### config.mk
export PLATFORM = sky130hd
export DESIGN_NAME = trial_sequencer_flat
export DESIGN_NICKNAME = d
export VERILOG_FILES = /design/src/rtl/trial_sequencer_if.sv /design/src/rtl/trial_sequencer.sv /design/src/flat_wrapper.sv
export SDC_FILE = /design/constraint.sdc
export NUM_CORES = 1
export LEC_CHECK = 0
export ABC_AREA = 1
export BUFFER_PORTS_ARGS = -buffer_cell sky130_fd_sc_hd__buf_4
export CAP_MARGIN = 40
export CORE_ASPECT_RATIO = 0.75
export CORE_MARGIN = 3
export CORE_UTILIZATION = 45
export CTS_BUF_LIST = sky130_fd_sc_hd__clkbuf_8
export DETAILED_ROUTE_END_ITERATION = 8
export GPL_TIMING_DRIVEN = 0
export PLACE_DENSITY = 0.64
export SYNTH_ARGS = -nofsm -noshare
export SYNTH_HDL_FRONTEND = slang
export SYNTH_SLANG_ARGS = --single-unit
### constraint.sdc
create_clock -name clk -period 2 [get_ports clk]
set_input_delay 0.3 -clock clk [delete_from_list [all_inputs] [get_ports clk]]
set_output_delay 0.3 -clock clk [all_outputs]
set_load 0.005 [all_outputs]
### src/rtl/trial_sequencer_if.sv
// Handshake and status bundle between a trial controller and the trial sequencer.
interface trial_sequencer_if;
    logic       start;
    logic       abort;
    logic [7:0] n_trials;
    logic       reward_en;
    logic [7:0] weight_in;
    logic       pre_spike;
    logic       post_spike;
    logic       reward;
    logic       busy;
    logic       done;
    logic [7:0] trial_cnt;
    logic [8:0] w_delta;

    modport master (
        output start, abort, n_trials, reward_en, weight_in,
        input  pre_spike, post_spike, reward, busy, done, trial_cnt, w_delta
    );

    modport slave (
        input  start, abort, n_trials, reward_en, weight_in,
        output pre_spike, post_spike, reward, busy, done, trial_cnt, w_delta
    );
endinterface

### src/rtl/trial_sequencer.sv
// Runs a block of pre/post spike pairing trials and reports the weight change across the block.
module trial_sequencer #(
    parameter int unsigned GAP     = 1,
    parameter int unsigned RECOVER = 1
) (
    input logic           clk,
    input logic           rst,
    trial_sequencer_if.slave bus
);
    typedef enum logic [2:0] {S_IDLE, S_PRE, S_GAP, S_POST, S_RECOVER, S_DONE} state_t;

    localparam logic [3:0] GAP_LAST = 4'((GAP == 0) ? 0 : GAP - 1);
    localparam logic [3:0] REC_LAST = 4'(RECOVER - 1);

    state_t     state;
    logic [7:0] n_lat;
    logic [7:0] w_start;
    logic [3:0] gap_cnt;
    logic [3:0] rec_cnt;
    logic       pre_q, post_q, reward_q, busy_q, done_q;
    logic [7:0] cnt_q;
    logic [8:0] delta_q;

    // Outputs are set on the edge that enters the state they belong to.
    always_ff @(posedge clk) begin
        if (rst) begin
            state    <= S_IDLE;
            n_lat    <= '0;
            w_start  <= '0;
            gap_cnt  <= '0;
            rec_cnt  <= '0;
            pre_q    <= 1'b0;
            post_q   <= 1'b0;
            reward_q <= 1'b0;
            busy_q   <= 1'b0;
            done_q   <= 1'b0;
            cnt_q    <= '0;
            delta_q  <= '0;
        end else if (bus.abort && state != S_IDLE) begin
            state    <= S_IDLE;
            gap_cnt  <= '0;
            rec_cnt  <= '0;
            pre_q    <= 1'b0;
            post_q   <= 1'b0;
            reward_q <= 1'b0;
            busy_q   <= 1'b0;
            done_q   <= 1'b0;
        end else begin
            pre_q  <= 1'b0;
            post_q <= 1'b0;
            done_q <= 1'b0;
            case (state)
                S_IDLE: begin
                    if (bus.start && !bus.abort && bus.n_trials != 8'd0) begin
                        state    <= S_PRE;
                        n_lat    <= bus.n_trials;
                        w_start  <= bus.weight_in;
                        cnt_q    <= '0;
                        pre_q    <= 1'b1;
                        busy_q   <= 1'b1;
                        reward_q <= bus.reward_en;
                    end
                end
                S_PRE: begin
                    if (GAP == 0) begin
                        state  <= S_POST;
                        post_q <= 1'b1;
                    end else begin
                        state   <= S_GAP;
                        gap_cnt <= '0;
                    end
                end
                S_GAP: begin
                    if (gap_cnt == GAP_LAST) begin
                        state   <= S_POST;
                        post_q  <= 1'b1;
                        gap_cnt <= '0;
                    end else begin
                        gap_cnt <= gap_cnt + 4'd1;
                    end
                end
                S_POST: begin
                    state   <= S_RECOVER;
                    rec_cnt <= '0;
                end
                S_RECOVER: begin
                    if (rec_cnt == REC_LAST) begin
                        rec_cnt <= '0;
                        cnt_q   <= cnt_q + 8'd1;
                        if (cnt_q == n_lat - 8'd1) begin
                            state    <= S_DONE;
                            done_q   <= 1'b1;
                            busy_q   <= 1'b0;
                            reward_q <= 1'b0;
                            delta_q  <= {1'b0, bus.weight_in} - {1'b0, w_start};
                        end else begin
                            state <= S_PRE;
                            pre_q <= 1'b1;
                        end
                    end else begin
                        rec_cnt <= rec_cnt + 4'd1;
                    end
                end
                S_DONE: begin
                    state <= S_IDLE;
                end
                default: begin
                    state <= S_IDLE;
                end
            endcase
        end
    end

    assign bus.pre_spike  = pre_q;
    assign bus.post_spike = post_q;
    assign bus.reward     = reward_q;
    assign bus.busy       = busy_q;
    assign bus.done       = done_q;
    assign bus.trial_cnt  = cnt_q;
    assign bus.w_delta    = delta_q;
endmodule

### src/flat_wrapper.sv
// flat-port wrapper written by rule: the top's interface ports become plain ports
module trial_sequencer_flat 
#(
    parameter int unsigned GAP     = 1,
    parameter int unsigned RECOVER = 1
)
  (clk, rst, bus_start, bus_abort, bus_n_trials, bus_reward_en, bus_weight_in, bus_pre_spike, bus_post_spike, bus_reward, bus_busy, bus_done, bus_trial_cnt, bus_w_delta);
  trial_sequencer_if bus_i ();
  input logic clk;
  input logic rst;
  input wire logic [$bits(bus_i.start)-1:0] bus_start;
  input wire logic [$bits(bus_i.abort)-1:0] bus_abort;
  input wire logic [$bits(bus_i.n_trials)-1:0] bus_n_trials;
  input wire logic [$bits(bus_i.reward_en)-1:0] bus_reward_en;
  input wire logic [$bits(bus_i.weight_in)-1:0] bus_weight_in;
  output wire logic [$bits(bus_i.pre_spike)-1:0] bus_pre_spike;
  output wire logic [$bits(bus_i.post_spike)-1:0] bus_post_spike;
  output wire logic [$bits(bus_i.reward)-1:0] bus_reward;
  output wire logic [$bits(bus_i.busy)-1:0] bus_busy;
  output wire logic [$bits(bus_i.done)-1:0] bus_done;
  output wire logic [$bits(bus_i.trial_cnt)-1:0] bus_trial_cnt;
  output wire logic [$bits(bus_i.w_delta)-1:0] bus_w_delta;
  assign bus_i.start = bus_start;
  assign bus_i.abort = bus_abort;
  assign bus_i.n_trials = bus_n_trials;
  assign bus_i.reward_en = bus_reward_en;
  assign bus_i.weight_in = bus_weight_in;
  assign bus_pre_spike = bus_i.pre_spike;
  assign bus_post_spike = bus_i.post_spike;
  assign bus_reward = bus_i.reward;
  assign bus_busy = bus_i.busy;
  assign bus_done = bus_i.done;
  assign bus_trial_cnt = bus_i.trial_cnt;
  assign bus_w_delta = bus_i.w_delta;
  trial_sequencer #(.GAP(GAP), .RECOVER(RECOVER)) u_core (.clk(clk), .rst(rst), .bus(bus_i));
endmodule
# --- Word-level counts from Yosys, hierarchy flattened ---
# Cells that the tools add are included.
totals:
  elab_cells: 74
  in_bits: 21
  ff_bits: 49
op_classes:
  n_mux: 24
  addsub: 5
  bitwise_logic: 4
  n_reduce_logical: 20
  n_eq_ne: 9
ops:
  columns: ["cell", "count"]
  rows:
  - ["8-bit two-way mux", 2]
  - ["4-bit one-hot mux with 2 select lines", 2]
  - ["8-bit one-hot mux with 2 select lines", 1]
  - ["3-bit one-hot mux with 5 select lines", 1]
  - ["3-bit two-way mux", 4]
  - ["4-bit AND reduction", 3]
  - ["1-bit two-way mux", 9]
  - ["8-bit by 8-bit subtractor with 9-bit output", 1]
  - ["4-bit by 1-bit adder with 4-bit output (second input constant)", 2]
  - ["8-bit by 1-bit adder with 8-bit output (second input constant)", 1]
  - ["8-bit equality test", 1]
  - ["4-bit logical NOT", 2]
  - ["4-bit two-way mux", 2]
  - ["2-bit by 1-bit != test with 1-bit output (second input constant)", 4]
  - ["8-bit nonzero test", 1]
  - ["8-bit by 1-bit subtractor with 8-bit output (second input constant)", 1]
  - ["3-bit by 2-bit equality test with 1-bit output (second input constant)", 2]
  - ["1-bit one-hot mux with 2 select lines", 3]
  - ["3-bit AND reduction", 2]
  - ["2-bit nonzero test", 3]
  - ["1-bit NOT", 4]
  - ["4-bit OR reduction", 1]
  - ["3-bit by 1-bit equality test with 1-bit output (second input constant)", 1]
  - ["3-bit equality test (second input constant)", 1]
  - ["6 further kinds", 8]

# --- Depth between registers and ports, before layout ---
depth:
  ltp_word: 5
  depth_mapped: 15
  ltp_nobuf: 15

# --- Worst setup path after synthesis ---
# No wires, ideal clock.
synth_timing:
  path_type: "input port to flip-flop"
  startpoint: "in bus_weight_in[0]"
  endpoint: "reg u_core.delta_q[6], in the netlist u_core.bus.w_delta[6]"
  stages: 9
  setup_slack_ns: 0.216
  n_path_buf: 0
  setup_time_ns: 0.070
  t_required_ns: 1.930
  arrival_time_ns: 1.714
  cell_sequence: "inv_1 -> ha_1 -> fa_1 -> o21ai_0 -> a21oi_1 -> nor2_1 -> nor2_1 -> xor2_1 -> a21oi_1"
synth_between:
  elab_chain_len: 1
synth_rtl:
  columns: ["item", "line", "text"]
  rows:
  - ["start, declared", "flat_wrapper.sv:15", "input wire logic [$bits(bus_i.weight_in)-1:0] bus_weight_in;"]
  - ["8-bit by 8-bit subtractor with 9-bit output", "trial_sequencer.sv:95", "delta_q <= {1'b0, bus.weight_in} - {1'b0, w_start};"]
  - ["end signal, assigned", "trial_sequencer.sv:95", null]
  - ["end, declared", "trial_sequencer.sv:22", "logic [8:0] delta_q;"]
# No other way between the ends.
# A chain may end at the register's enable or synchronous reset.

# --- Worst setup path after layout ---
layout_timing:
  startpoint: "reg u_core.n_lat[1]"
  endpoint: "reg u_core.delta_q[0], in the netlist u_core.bus.w_delta[0]"
layout_between:
  elab_chain_len: 3
layout_rtl:
  columns: ["item", "line", "text"]
  rows:
  - ["start, declared", "trial_sequencer.sv:16", "logic [7:0] n_lat;"]
  - ["start signal, assigned", "trial_sequencer.sv:56", "n_lat <= bus.n_trials;"]
  - ["8-bit by 1-bit subtractor with 8-bit output", "trial_sequencer.sv:90", "if (cnt_q == n_lat - 8'd1) begin"]
  - ["8-bit equality test", "trial_sequencer.sv:90", null]
  - ["4-bit AND reduction (no line)", null, null]
# No other way between the ends.

==> impl_metrics.env <==
export IMPL_pwr_share_comb=0.266
export IMPL_tightestPinTransition_ns=0.567
export IMPL_overflow=0
export IMPL_synth_seq_cells=49
export IMPL_yosys_area_top_type="dfxtp_1"
export IMPL_numCtsBuffers=5
export IMPL_synth_async_reset_ratio=0
export IMPL_area_delta_synth_final_pct=20.6
export IMPL_cts_tree="yes"
export IMPL_hold_path_startpoint="rst"
export IMPL_status="finished clean"
export IMPL_dp_cells=488
export IMPL_synthCells=371
export IMPL_path_cells="inv_1 -> ha_4 -> xor2_1 -> nand2_1 -> nor2_1 -> nand2_1 -> nor2_4 -> nand4_4 -> buf_6 -> a21oi_1 -> nor2_1"
export IMPL_wirelength_um=6220
export IMPL_start_util=0.483
export IMPL_rr_endpoint="u_core.bus.w_delta[0]$_SDFFE_PP0P_"
export IMPL_fp_coreArea_sq_um=5550
export IMPL_io_buffers=42
export IMPL_yosysMostFrequentCell="nand2_1"
export IMPL_timing_rr_start="u_core.n_lat[1]$_SDFFE_PP0P_"
export IMPL_htree_levels=2
export IMPL_dieWidth_um=95.1
export IMPL_worstPathRequired_ns=2.18
export IMPL_critPathTopFamily="simple AND/OR/NAND/NOR gates"
export IMPL_crit_fanout=10
export IMPL_place_congestion=0.853
export IMPL_place_ws_ns=-0.0341
export IMPL_boundaryPins=43
export IMPL_die_area_sq_um=6930
export IMPL_grt_max_degree=15
export IMPL_fin_skew_ns=0.00604
export IMPL_hold_class="input pin to register"
export IMPL_critPathSlowestCell="dfxtp_1"
export IMPL_seq_power_share=0.447
export IMPL_finalPower_w=0.00241
export IMPL_die_h_um=72.8
export IMPL_syn_num_nets=407
export IMPL_synth_top_area_frac=0.366
export IMPL_yosys_top_cells_area="dfxtp_1, nand2_1, a21oi_1, ha_1, nor2_1"
export IMPL_max_freq_ghz=0.548
export IMPL_routedWlPerCell_um=12.5
export IMPL_swShare=0.319
export IMPL_synth_edf_count=0
export IMPL_path_class="register to register"
export IMPL_finalWorstSetupSlack_ns=0.174
export IMPL_drv_cap=0
export IMPL_fin_cells=497
export IMPL_viasPerCell=5.00
export IMPL_timing_hold_ws_ns=0.217
export IMPL_crit_arrival_ns=2.00
export IMPL_drt_initial_drc_count=127
export IMPL_r2r_worst_path_cells=11
export IMPL_synth_area_sq_um=2680
export IMPL_insertion_delay_ns=0.31
export IMPL_p_per_area_nw_per_um2=745
export IMPL_rsz0062_at_grt="false"
export IMPL_leakage_nw=1.42
export IMPL_hold_end="u_core.bus.w_delta[4]$_SDFFE_PP0P_"
export IMPL_clkPwrFrac=0.287
export IMPL_dr_pass1_iters=4
export IMPL_worstSetupEndpointType="register"
export IMPL_drive_gt1_frac=0.178
export IMPL_yosysWarnings=0
export IMPL_fp_row_count=23
export IMPL_layout_nets=458
export IMPL_synth_common_cells="nand2_1, dfxtp_1, a21oi_1, nor2_1, inv_1"
export IMPL_timing_final_max_slew_violations=0
export IMPL_cts_hold_buffers_added=0
export IMPL_critPathBufInv=2
export IMPL_ctsLongestPathBuffers=2
export IMPL_finish_utilization=0.582
export IMPL_post_route_period_util=0.913
export IMPL_startpoint_type="register"
export IMPL_grt_pass1_wl_um=10600
export IMPL_grt_pass1_vias=2327
export IMPL_ctsRootBufferMaster="clkbuf_8"
export IMPL_antennaDiodeCount=0
export IMPL_hold_viol=0
export IMPL_grt_use_total=0.193
export IMPL_slew_headroom=0.622
export IMPL_yosysUniqueCellTypes=37
export IMPL_min_path_cells=2
export IMPL_dp_hpwl_um=4840
export IMPL_p_sw_w=0.000769
export IMPL_path_clk_slew_ns=0.09
export IMPL_r2r_slack_ns=0.17
export IMPL_antenna_found_initial=0
export IMPL_period_needed_ns=1.83
export IMPL_synth_main_ff_cell="dfxtp_1"
export IMPL_drc=0
export IMPL_synth_avg_cell_area_sq_um=7.22
export IMPL_setup_viol=0
export IMPL_vias=2483
export IMPL_p_int_w=0.00164
export IMPL_ir_drop_mv=0.333
export IMPL_seq_area_frac_synth=0.366
export IMPL_clock_sinks=49
export IMPL_critPathMaxStageDelay_ns=0.33
export IMPL_final_antenna_net_count=0
## kinds of logic after synthesis
logic type / count (synthesis) / synth area share
AOI/OAI and AO/OA: 77 / 0.151
adders and majority gates: 15 / 0.0728
and+or+nand+nor: 158 / 0.269
buffers and inverters: 55 / 0.0803
xor gates and xnor gates: 17 / 0.0607
DFF: 49 / 0.366
## power by group through the flow
stage / Sequential (W) / Clock [W] / Combinational [W]
3_3_place_gp: 0.00110 / 0 / 0.000612
6_report: 0.00108 / 0.000691 / 0.000640
4_1_cts: 0.00108 / 0.000707 / 0.000626
2_1_floorplan: 0.00109 / 0 / 0.000456
3_5_place_dp: 0.00110 / 0 / 0.000618
5_1_grt: 0.00108 / 0.000744 / 0.000730
## final cells by class
class | instances | area [sq um]
sequential | 49 | 982
inverter | 46 | 173
timing repair buffer | 44 | 330
buffer | 9 | 42.5
clock buffer | 5 | 68.8
clock inverter | 2 | 35.0
multi-input combinational | 267 | 1510
tap | 75 | 93.8
fill | 552 | 2320
## state kept, by name, summed over array words and instances, names as in the netlist
register and count:
u_core.n_lat 8, u_core.bus.post_spike 1, u_core.bus.done 1, u_core.state 3, u_core.bus.pre_spike 1, u_core.bus.busy 1
u_core.bus.reward 1, u_core.rec_cnt 4, u_core.gap_cnt 4, u_core.w_start 8, u_core.bus.w_delta 9, u_core.bus.trial_cnt 8
## worst max path at each step
stage	from	end	cells after the start
after floorplan	bus_weight_in[0]	u_core.bus.w_delta[6]$_SDFFE_PP0P_	9
after global placement	bus_weight_in[0]	u_core.bus.w_delta[6]$_SDFFE_PP0P_	10
after detailed placement	bus_weight_in[0]	u_core.bus.w_delta[6]$_SDFFE_PP0P_	10
after CTS	u_core.n_lat[0]$_SDFFE_PP0P_	u_core.bus.w_delta[0]$_SDFFE_PP0P_	11
after global routing	u_core.n_lat[0]$_SDFFE_PP0P_	u_core.bus.w_delta[5]$_SDFFE_PP0P_	15
final	u_core.n_lat[1]$_SDFFE_PP0P_	u_core.bus.w_delta[0]$_SDFFE_PP0P_	11
## through the flow
stage | instance area, sq um | setup TNS [ns]
final | 3230 | 0
after global routing | 3230 | 0
after CTS | 3190 | 0
after detailed placement | 3090 | -0.0341
after global placement | 3090 | -0.0220
after floorplan | 2680 | 0
## what timing repair did
action,4_1_cts,5_1_grt
buffers inserted,0,2
setup endpoints to repair,0,13
gates resized for setup,0,7
hold endpoints to repair,0,0
## layer usage
metal | up-vias | global-route usage | wire length, um
li1 | 1308 | - | -
met5 | - | 0 | 0
met2 | 43 | 0.301 | 2670
met4 | 0 | 0.0576 | 58
met3 | 5 | 0.0433 | 287
met1 | 1127 | 0.268 | 3200
## placed cells by master, fill, tap and decap left out, types with 2 or more instances in the layout
cell / n
o21ai_0: 18
nand3_1: 15
nor2_1: 40
a21oi_1: 48
nor2_4: 3
o21ai_1: 4
inv_1: 38
nand4_1: 3
inv_2: 8
nor3_1: 11
xor2_1: 12
buf_4: 44
nand2_1: 72
dfxtp_1: 48
clkbuf_8: 5
nand3_2: 2
clkbuf_1: 7
xnor2_1: 4
or3_1: 3
nor2_2: 2
ha_1: 13
Note: power is estimated with default switching activity, not from simulation.
